$ cat config.mk
export PLATFORM = sky130hd
export DESIGN_NAME = ring_counter_n
export DESIGN_NICKNAME = d
export VERILOG_FILES = /design/src/rtl/ring_counter_pkg.sv /design/src/rtl/ring_counter_legal_chk.sv /design/src/rtl/ring_counter_n.sv
export SDC_FILE = /design/constraint.sdc
export NUM_CORES = 1
export LEC_CHECK = 0
export CORE_AREA = 2 2 39 41
export CTS_BUF_LIST = sky130_fd_sc_hd__clkbuf_4 sky130_fd_sc_hd__clkbuf_8
export CTS_CLUSTER_DIAMETER = 150
export DETAILED_ROUTE_END_ITERATION = 7
export DIE_AREA = 0 0 41 43
export PLACE_DENSITY = 0.69
export SYNTH_ARGS = -nofsm -noshare
export SYNTH_HDL_FRONTEND = slang
export SYNTH_SLANG_ARGS = --single-unit
$ cat constraint.sdc
create_clock -name clk -period 2.8 [get_ports clk]
set_clock_uncertainty 0.2 [all_clocks]
set_input_delay 0.7 -clock clk [delete_from_list [all_inputs] [get_ports clk]]
set_output_delay 0.7 -clock clk [all_outputs]
set_load 0.05 [all_outputs]
$ cat src/rtl/ring_counter_pkg.sv
// Shared constants and helpers for ring_counter_n.
// The helpers work on a MAX_W-bit vector with the active width passed in.
// Callers zero-extend into the helper and truncate the result back to WIDTH.
package ring_counter_pkg;

  localparam int MAX_W = 64;

  localparam logic MODE_RING    = 1'b0;
  localparam logic MODE_JOHNSON = 1'b1;
  localparam logic DIR_UP       = 1'b0;
  localparam logic DIR_DOWN     = 1'b1;

  // Ring seed is 0...01 and Johnson seed is all zeros.
  // The width argument only guards against a degenerate zero width.
  function automatic logic [MAX_W-1:0] seed_of(input logic mode, input int width);
    logic [MAX_W-1:0] s;
    s = '0;
    if (mode == MODE_RING && width > 0) s[0] = 1'b1;
    return s;
  endfunction

  // One shift step. Johnson mode inverts the bit that wraps around; ring mode does not.
  // Bits at and above width come back as zero.
  function automatic logic [MAX_W-1:0] next_of(input logic [MAX_W-1:0] q,
                                              input logic mode,
                                              input logic dir,
                                              input int width);
    logic [MAX_W-1:0] mask;
    logic [MAX_W-1:0] r;
    logic [MAX_W-1:0] hi;
    logic             wrap_bit;
    mask = (MAX_W'(1) << width) - MAX_W'(1);
    hi   = q >> (width - 1);
    if (dir == DIR_UP) begin
      wrap_bit = (mode == MODE_JOHNSON) ? ~hi[0] : hi[0];
      r        = ((q << 1) & mask) | MAX_W'(wrap_bit);
    end else begin
      wrap_bit = (mode == MODE_JOHNSON) ? ~q[0] : q[0];
      r        = (q >> 1) | (MAX_W'(wrap_bit) << (width - 1));
    end
    return r & mask;
  endfunction

endpackage

$ cat src/rtl/ring_counter_legal_chk.sv
// Combinational legality check for a ring or Johnson counter value.
// Ring: exactly one bit set.
// Johnson: at most one 0/1 boundary between adjacent bits. That covers all-zero,
// all-one, and a single run of ones anchored at bit 0 or at bit WIDTH-1.
module ring_counter_legal_chk
  import ring_counter_pkg::*;
#(
  parameter int WIDTH = 4
) (
  input  logic [WIDTH-1:0] value,
  input  logic             mode,
  output logic             legal
);

  int ones_cnt;
  int edge_cnt;

  // Count set bits and adjacent-bit transitions, then judge by mode.
  always_comb begin
    ones_cnt = 0;
    edge_cnt = 0;
    for (int i = 0; i < WIDTH; i++) begin
      if (value[i]) ones_cnt = ones_cnt + 1;
    end
    for (int i = 0; i < WIDTH - 1; i++) begin
      if (value[i] != value[i+1]) edge_cnt = edge_cnt + 1;
    end
    legal = (mode == MODE_JOHNSON) ? (edge_cnt <= 1) : (ones_cnt == 1);
  end

endmodule

$ cat src/rtl/ring_counter_n.sv
// Parametrised ring / Johnson counter with runtime mode and direction,
// parallel load and a wrap pulse. WIDTH must be at least 2.
// Define RING_COUNTER_SELFCHECK_EN to build the legality checker. With it,
// an illegal q or load_val is replaced by the seed and err pulses. Without it,
// err is tied low.
module ring_counter_n
  import ring_counter_pkg::*;
#(
  parameter int WIDTH = 4
) (
  input  logic             clk,
  input  logic             rst_n,
  input  logic             en,
  input  logic             dir,
  input  logic             mode,
  input  logic             load,
  input  logic [WIDTH-1:0] load_val,
  output logic [WIDTH-1:0] q,
  output logic             wrap,
  output logic             err
);

  logic [WIDTH-1:0] q_q, q_d;
  logic             mode_q, mode_d;
  logic             wrap_q, wrap_d;
  logic [WIDTH-1:0] seed_cur;
  logic [WIDTH-1:0] seed_new;
  logic [WIDTH-1:0] step_val;

  assign seed_cur = WIDTH'(seed_of(mode_q, WIDTH));
  assign seed_new = WIDTH'(seed_of(mode, WIDTH));
  assign step_val = WIDTH'(next_of(MAX_W'(q_q), mode_q, dir, WIDTH));

`ifdef RING_COUNTER_SELFCHECK_EN
  logic q_legal;
  logic load_legal;
  logic err_q, err_d;

  ring_counter_legal_chk #(.WIDTH(WIDTH)) u_chk_q (
    .value (q_q),
    .mode  (mode_q),
    .legal (q_legal)
  );

  ring_counter_legal_chk #(.WIDTH(WIDTH)) u_chk_load (
    .value (load_val),
    .mode  (mode_q),
    .legal (load_legal)
  );
`endif

  // Next state, highest priority first: mode change, recovery, load, step, hold.
  always_comb begin
    mode_d = mode_q;
    q_d    = q_q;
    wrap_d = 1'b0;
`ifdef RING_COUNTER_SELFCHECK_EN
    err_d  = 1'b0;
`endif
    if (mode != mode_q) begin
      mode_d = mode;
      q_d    = seed_new;
    end
`ifdef RING_COUNTER_SELFCHECK_EN
    else if (!q_legal) begin
      q_d   = seed_cur;
      err_d = 1'b1;
    end else if (load) begin
      if (load_legal) begin
        q_d = load_val;
      end else begin
        q_d   = seed_cur;
        err_d = 1'b1;
      end
    end
`else
    else if (load) begin
      q_d = load_val;
    end
`endif
    else if (en) begin
      q_d    = step_val;
      wrap_d = (step_val == seed_cur);
    end
  end

  // State registers; reset lands in ring mode at the ring seed.
  always_ff @(posedge clk or negedge rst_n) begin
    if (!rst_n) begin
      q_q    <= {{(WIDTH-1){1'b0}}, 1'b1};
      mode_q <= MODE_RING;
      wrap_q <= 1'b0;
    end else begin
      q_q    <= q_d;
      mode_q <= mode_d;
      wrap_q <= wrap_d;
    end
  end

`ifdef RING_COUNTER_SELFCHECK_EN
  // Error pulse register, reset alongside the counter.
  always_ff @(posedge clk or negedge rst_n) begin
    if (!rst_n) err_q <= 1'b0;
    else        err_q <= err_d;
  end
  assign err = err_q;
`else
  assign err = 1'b0;
`endif

  assign q    = q_q;
  assign wrap = wrap_q;

endmodule

==> results by group, run 1 <==
Run status
  – Status: completed

Detailed routing
  – Final Routed Wirelength: 1.003 mm
  – DRC: 0
  – Initial drt markers: 3
  – 1st-pass router iterations: 3
  – Post-route ant nets: 0
  – Vias post-DR: 415
  – DR vias/cell: 4.940
  – Drt wl/cell: approximately 12 µm

Global route
  – Largest net degree at the start of global routing: 13
  – Vias in the first global route: 411
  – Total global-route track usage: approximately 14%
  – GRT Residual Overflow: 0
  – First-pass GRT wire length: 1.662 mm
  – Initial antenna violation count: 0

Timing
  – Min Hold Slack: 0.4938 ns
  – Final period util: 90.63%
  – Final Slew Violations: 0
  – Setup tns final: 0 ns
  – Setup ws final: 0.2624 ns
  – RSZ-0062 raised after global routing: no
  – Maximum achievable frequency: 394.1 MHz
  – Final setup viols: 0
  – Tmin final: 2.538 ns
  – Final Hold Viols: 0

Power
  – Clk pwr share: 31.6%
  – Pleak: 0.0002706 µW
  – Combinational share of power: between 30% and 40%
  – Pint: roughly 200 µW
  – Pwr Density: 474.5 nW/µm²
  – Sequential fraction of design power: 35.8%
  – Switching Fraction: 32.81%
  – NetSw: 99.35 µW
  – Max VDD drop: approximately 0.00024 V

Worst setup path
  – Critical path data required time: 1.90 ns
  – Critical Path Start: q[0]
  – Setup Crit Path Kind: reg2out
  – Cell family with most CP delay: buffers and inverters
  – Reg-to-reg slack, setup: 1.32 ns
  – CP arrival: 1.64 ns
  – Critical path cell sequence: clkdlybuf4s50_1
  – Worst Path Max Fanout: 6
  – Crit-path slowest cell: clkdlybuf4s50_1
  – Worst r2r path cells: 3
  – Critical Path Sink Type: output port
  – Worst path max stage delay: 0.82 ns
  – Reg2reg start: q[0]
  – WP buf/inv: 1
  – Startpoint types: register
  – Reg2reg end: wrap

Finish
  – Post-Route Utilization: roughly 46%
  – Area grow syn2layout: 31.78%
  – Antenna cells: 0
  – Nets: 79
  – Fraction of layout cells with a size suffix above 1: 14.71%

Die
  – Die area: 1763 µm²
  – Initial Util: 34.99%
  – Die Ht: about 43 µm
  – I/O pins: 16
  – Chip width: 41 µm
  – Placement row count: 14
  – Core area: about 1400 µm²

Flow run
  – Max_cap viols: 0

Logic synthesis
  – Syn nets: 65
  – Post-synth cell types: 30
  – FF+latch count, synth: 6
  – Mean Syn Cell Area: ~9 µm²
  – Post-Synthesis Cells: 55
  – Yosys warnings: 0
  – Sequential element share of the synthesized area: 31.27%
  – Mapped Area: 484.2 µm²

CTS
  – Max Root-Sink Buffers: 2
  – Worst-skew pair later-pin latency: roughly 0.25 ns
  – Sink Count: 6
  – Clock Root Buffer: clkbuf_4
  – Resized Gates After CTS: 0
  – Postcts setup bufs: 0
  – Total CTS buffers: 3
  – CTS tree: done
  – H-tree depth: 1
  – Cts hold-fix bufs: 0
  – Clk slew on worst S/H paths: roughly 0.05 ns

Placement
  – RD Place Congestion: 0.7206
  – Setup WS pre-CTS: roughly 0.36 ns
  – I/O Buffers: 14
  – Post-DP HPWL: 801.7 µm

Worst hold path
  – HP Class: in2async
## worst reg2reg max path: cells and delay by family (launching register included)
kind | cells | cell delay, ns
AO/OA/AOI/OAI | 2 | 0.45
XOR/XNOR | 1 | 0.15
flip-flops | 1 | 0.59
## cell families after synthesis
family,after synthesis,synth area share (%)
buffers and inverters,8,10.59
muxes,2,4.135
DFF,6,31.27
and+or+nand+nor,16,19.89
adders and majority gates,1,2.067
xor gates and xnor gates,2,3.618
other,1,0.7745
AOI/OAI and AO/OA,19,27.65
## cell usage after synthesis
cell type	number	share of area, %
o21a_1	1	1.6
dfstp_2	1	5.4
o31ai_1	1	1.6
xor2_1	1	1.8
a21o_1	1	1.6
nor3b_2	2	5.2
a21oi_1	5	5.2
a2111oi_2	1	3.1
a211o_1	2	3.6
clkbuf_1	1	0.77
o21bai_1	3	4.7
dfrtp_1	5	26
nor3_1	1	1.0
o31a_1	1	1.8
nor2_1	4	3.1
and3b_2	1	2.1
a22oi_1	1	1.6
nand2_1	4	3.1
conb_1	1	0.77
maj3_1	1	2.1
o21ai_0	3	3.1
buf_6	2	4.7
buf_2	2	2.1
nand2b_1	1	1.3
xnor2_1	1	1.8
nor2b_1	2	2.6
buf_4	1	1.6
inv_1	2	1.6
mux2i_1	2	4.1
nor3b_1	1	1.6
## sequential cells by signal, summed over array words and instances (netlist names)
register  flops
mode_q        1
wrap          1
q             4
## layout by cell type (no fill, tap or decap), types with 2 or more instances in the layout
cell	instances
a211o_1	2
a21oi_1	5
clkbuf_4	4
clkdlybuf4s50_1	14
dfrtp_1	5
inv_1	2
mux2i_1	2
nand2_1	4
nor2_1	4
nor2b_1	2
nor3b_2	2
o21ai_0	3
o21bai_1	3
## power by group through the flow
stage,clock network [µW],logic (µW),registers (µW)
after floorplan,0,49.1,128
after global placement,0,98.8,110
after detailed placement,0,100,110
after CTS,100,100,108
after global routing,104,108,111
final,95.5,98.9,108
## final cells by class
class	count	area [µm²]
clock buffers	4	30.03
fillers	134	745.7
inverters	2	7.507
multi-input cells	41	281.5
flip-flops and latches	6	151.4
well taps	16	20.02
repair buffers	15	147.6
## routing by layer
metal	wire length [µm]	GRT usage, %
met5	0	0
met4	8	10.67
met3	37	1.571
met2	489	19.69
met1	468	18.42
## how the worst max path moves through the flow
stage	depth (start not counted)	end	slack (ns)
5_1_grt	1	q[0]	0.22
2_1_floorplan	4	wrap	1.11
6_report	1	q[0]	0.26
3_5_place_dp	4	wrap	0.36
4_1_cts	1	q[0]	0.25
3_3_place_gp	4	wrap	0.41
## stage by stage
| step | total power, µW | area, µm² | instances |
|---|---|---|---|
| final | 302.8 | 638.1 | 84 |
| after global routing | 322.0 | 638.1 | 84 |
| after CTS | 309.1 | 638.1 | 84 |
| after detailed placement | 209.9 | 608.1 | 80 |
| after global placement | 208.8 | 608.1 | 80 |
| after floorplan | 177.1 | 484.2 | 55 |
Note: power is estimated with default switching activity, not from simulation.
==> inputs of run 2 (changes only) <==
Settings changed: CTS_CLUSTER_SIZE set to 16, SETUP_SLACK_MARGIN set to 0.3.
==> run 2 against run 1 <==
Final area is 0.20% higher. Setup slack better by 0.11 ns. Wire length is 0.30% higher. Final cell count stayed put. Sequential power hardly changed. Fmax is 4.7% higher. Combinational power is 1% lower. Worst hold slack stayed put. Sequential share of layout area hardly changed. Power is 0.51% lower. Largest power group unchanged.
==> results by group, run 2 (synthesis gave the netlist of run 1 again) <==
Finish
  – Most common cell after layout, fill and taps aside: clkdlybuf4s50_1
  – Fraction of layout cells with a size suffix above 1: 14.71% (unchanged)
  – Commonest cells after routing, fill and taps aside: 12 x clkdlybuf4s50_1, 5 x a21oi_1, 5 x dfrtp_1
  – Antenna cells: 0 (unchanged)
  – Nets: 79 (unchanged)
  – Max reg flops: 4 (unchanged)
  – Area grow syn2layout: 32.04%

Die
  – I/O pins: 16 (unchanged)
  – Core area: 1384 µm² (unchanged)
  – Chip width: 41 µm (unchanged)
  – Die Ht: 43 µm (unchanged)
  – Die area: 1763 µm² (unchanged)
  – Placement row count: 14 (unchanged)
  – Initial Util: 34.99% (unchanged)

Global route
  – Vias in the first global route: 411 (unchanged)
  – GRT Residual Overflow: 0 (unchanged)
  – First-pass GRT wire length: 1.662 mm (unchanged)
  – Largest net degree at the start of global routing: 13 (unchanged)
  – Total global-route track usage: 13.95% (unchanged)
  – Initial antenna violation count: 0 (unchanged)

Run status
  – Status: completed

Worst setup path
  – Crit-path slowest cell: clkdlybuf4s50_1
  – Critical path data required time: 1.90 ns (about the same)
  – Cell family with most CP delay: buffers and inverters
  – Worst Path Max Fanout: 7 (+1)
  – Critical Path Sink Type: output port
  – Startpoint types: register
  – Worst path max stage delay: 0.84 ns (+0.02 ns)
  – WP buf/inv: 1 (unchanged)
  – Setup Crit Path Kind: reg2out
  – Critical path cell sequence: clkdlybuf4s50_1
  – CP arrival: 1.52 ns (-0.12 ns)

CTS
  – Sink Count: 6 (unchanged)
  – Worst-skew pair later-pin latency: 0.25 ns (about the same)
  – Max Root-Sink Buffers: 2 (unchanged)
  – Clock Root Buffer: clkbuf_4
  – H-tree depth: 1 (unchanged)
  – CTS tree: done
  – Total CTS buffers: 3 (unchanged)
  – Postcts setup bufs: 0 (unchanged)
  – Resized Gates After CTS: 1 (+1)
  – Cts hold-fix bufs: 0 (unchanged)
  – Clk slew on worst S/H paths: 0.05 ns (about the same)

Timing
  – Setup tns final: 0 ns (unchanged)
  – Final period util: 86.56% (-4.1 points)
  – Final Slew Violations: 0 (unchanged)
  – Final Hold Viols: 0 (unchanged)
  – Worst-Margin Slew: about 0.50 ns
  – Min Hold Slack: 0.4938 ns (unchanged)
  – Slew margin rel.: 66.60%
  – Final setup viols: 0 (unchanged)
  – RSZ-0062 raised after global routing: no
  – Maximum achievable frequency: 412.6 MHz (+4.7%)
  – Tmin final: 2.424 ns (-0.1141 ns)

Detailed routing
  – Final Routed Wirelength: 1.006 mm (+0.30%)
  – Vias post-DR: 415 (unchanged)
  – Drt wl/cell: 11.98 µm (+0.30%)
  – DR vias/cell: 4.940 (unchanged)
  – Initial drt markers: 3 (unchanged)
  – DRC: 0 (unchanged)
  – 1st-pass router iterations: 3 (unchanged)
  – Post-route ant nets: 0 (unchanged)

Power
  – Max VDD drop: 0.0002388 V (-0.14%)
  – PnR Total Power: 301.3 µW (-0.51%)
  – Pwr Density: 471.2 nW/µm² (-0.70%)
  – Pleak: 0.0002860 µW (+5.7%)

Worst hold path
  – HP Class: in2async

Placement
  – Post-DP HPWL: 801.7 µm (unchanged)
  – I/O Buffers: 14 (unchanged)
  – RD Place Congestion: 0.7206 (unchanged)

Flow run
  – Max_cap viols: 0 (unchanged)
run 2: cell count changes in the layout (fill, tap and decap cells not counted), sizes merged:
| cell | delta |
|---|---|
| dlymetal6s2s | +1 |
| dlygate4sd2 | +1 |
| clkdlybuf4s50 | -2 |
run 2: metrics by stage:
step / instances / setup WS, ns / utilization [%] / instance area, µm²
3_3_place_gp: 80 / 0.4137 / 43.94 / 608.1
2_1_floorplan: 55 / 1.108 / - / 484.2
6_report: 84 / 0.3765 / 46.20 / 639.4
5_1_grt: 84 / 0.3017 / 46.20 / 639.4
3_5_place_dp: 80 / 0.3622 / 43.94 / 608.1
4_1_cts: 84 / 0.3342 / 46.02 / 636.9
run 2: worst register-to-register path, stage by stage, from the launching register on:
cell       delay [ns]
dfstp_2          0.58
xnor2_1          0.15
a21oi_1          0.11
a2111oi_2        0.34
run 2: power by group:
group	leakage, µW	internal, µW	switching, µW
registers	0.0000752	95.4	12.8
clock network	0.0000184	63.7	31.9
logic	0.000192	43.0	54.6
run 2: final timing paths:
path / startpoint / end / slack (ns) / depth (start not counted)
setup / recovery: q[1] / q[1] / 0.38 / 1
hold / removal: rst_n / q[3] / 0.49 / 1
setup reg to reg: q[0] / wrap / 1.32 / 3
hold reg to reg: q[1] / wrap / 0.51 / 2
max in group asynchronous: rst_n / q[0] / 1.62 / 1
min in group clk: q[1] / wrap / 0.51 / 2
run 2: layer usage:
metal / global-route usage, % / vias up / wire, µm / share of wire [%]
met2: 19.69 / 9 / 489 / 49
met1: 18.42 / 186 / 467 / 46
li1: - / 218 / - / -
met4: 10.67 / 0 / 8 / 0.80
met3: 1.571 / 2 / 40 / 4.0
met5: 0 / - / 0 / 0
run 2: final cells by class:
cell class,instances,area [µm²]
sequential,6,151.4
fill,132,744.5
clock buffer,4,30.03
timing repair buffer,15,148.9
multi-input combinational,41,281.5
inverter,2,7.507
tap,16,20.02
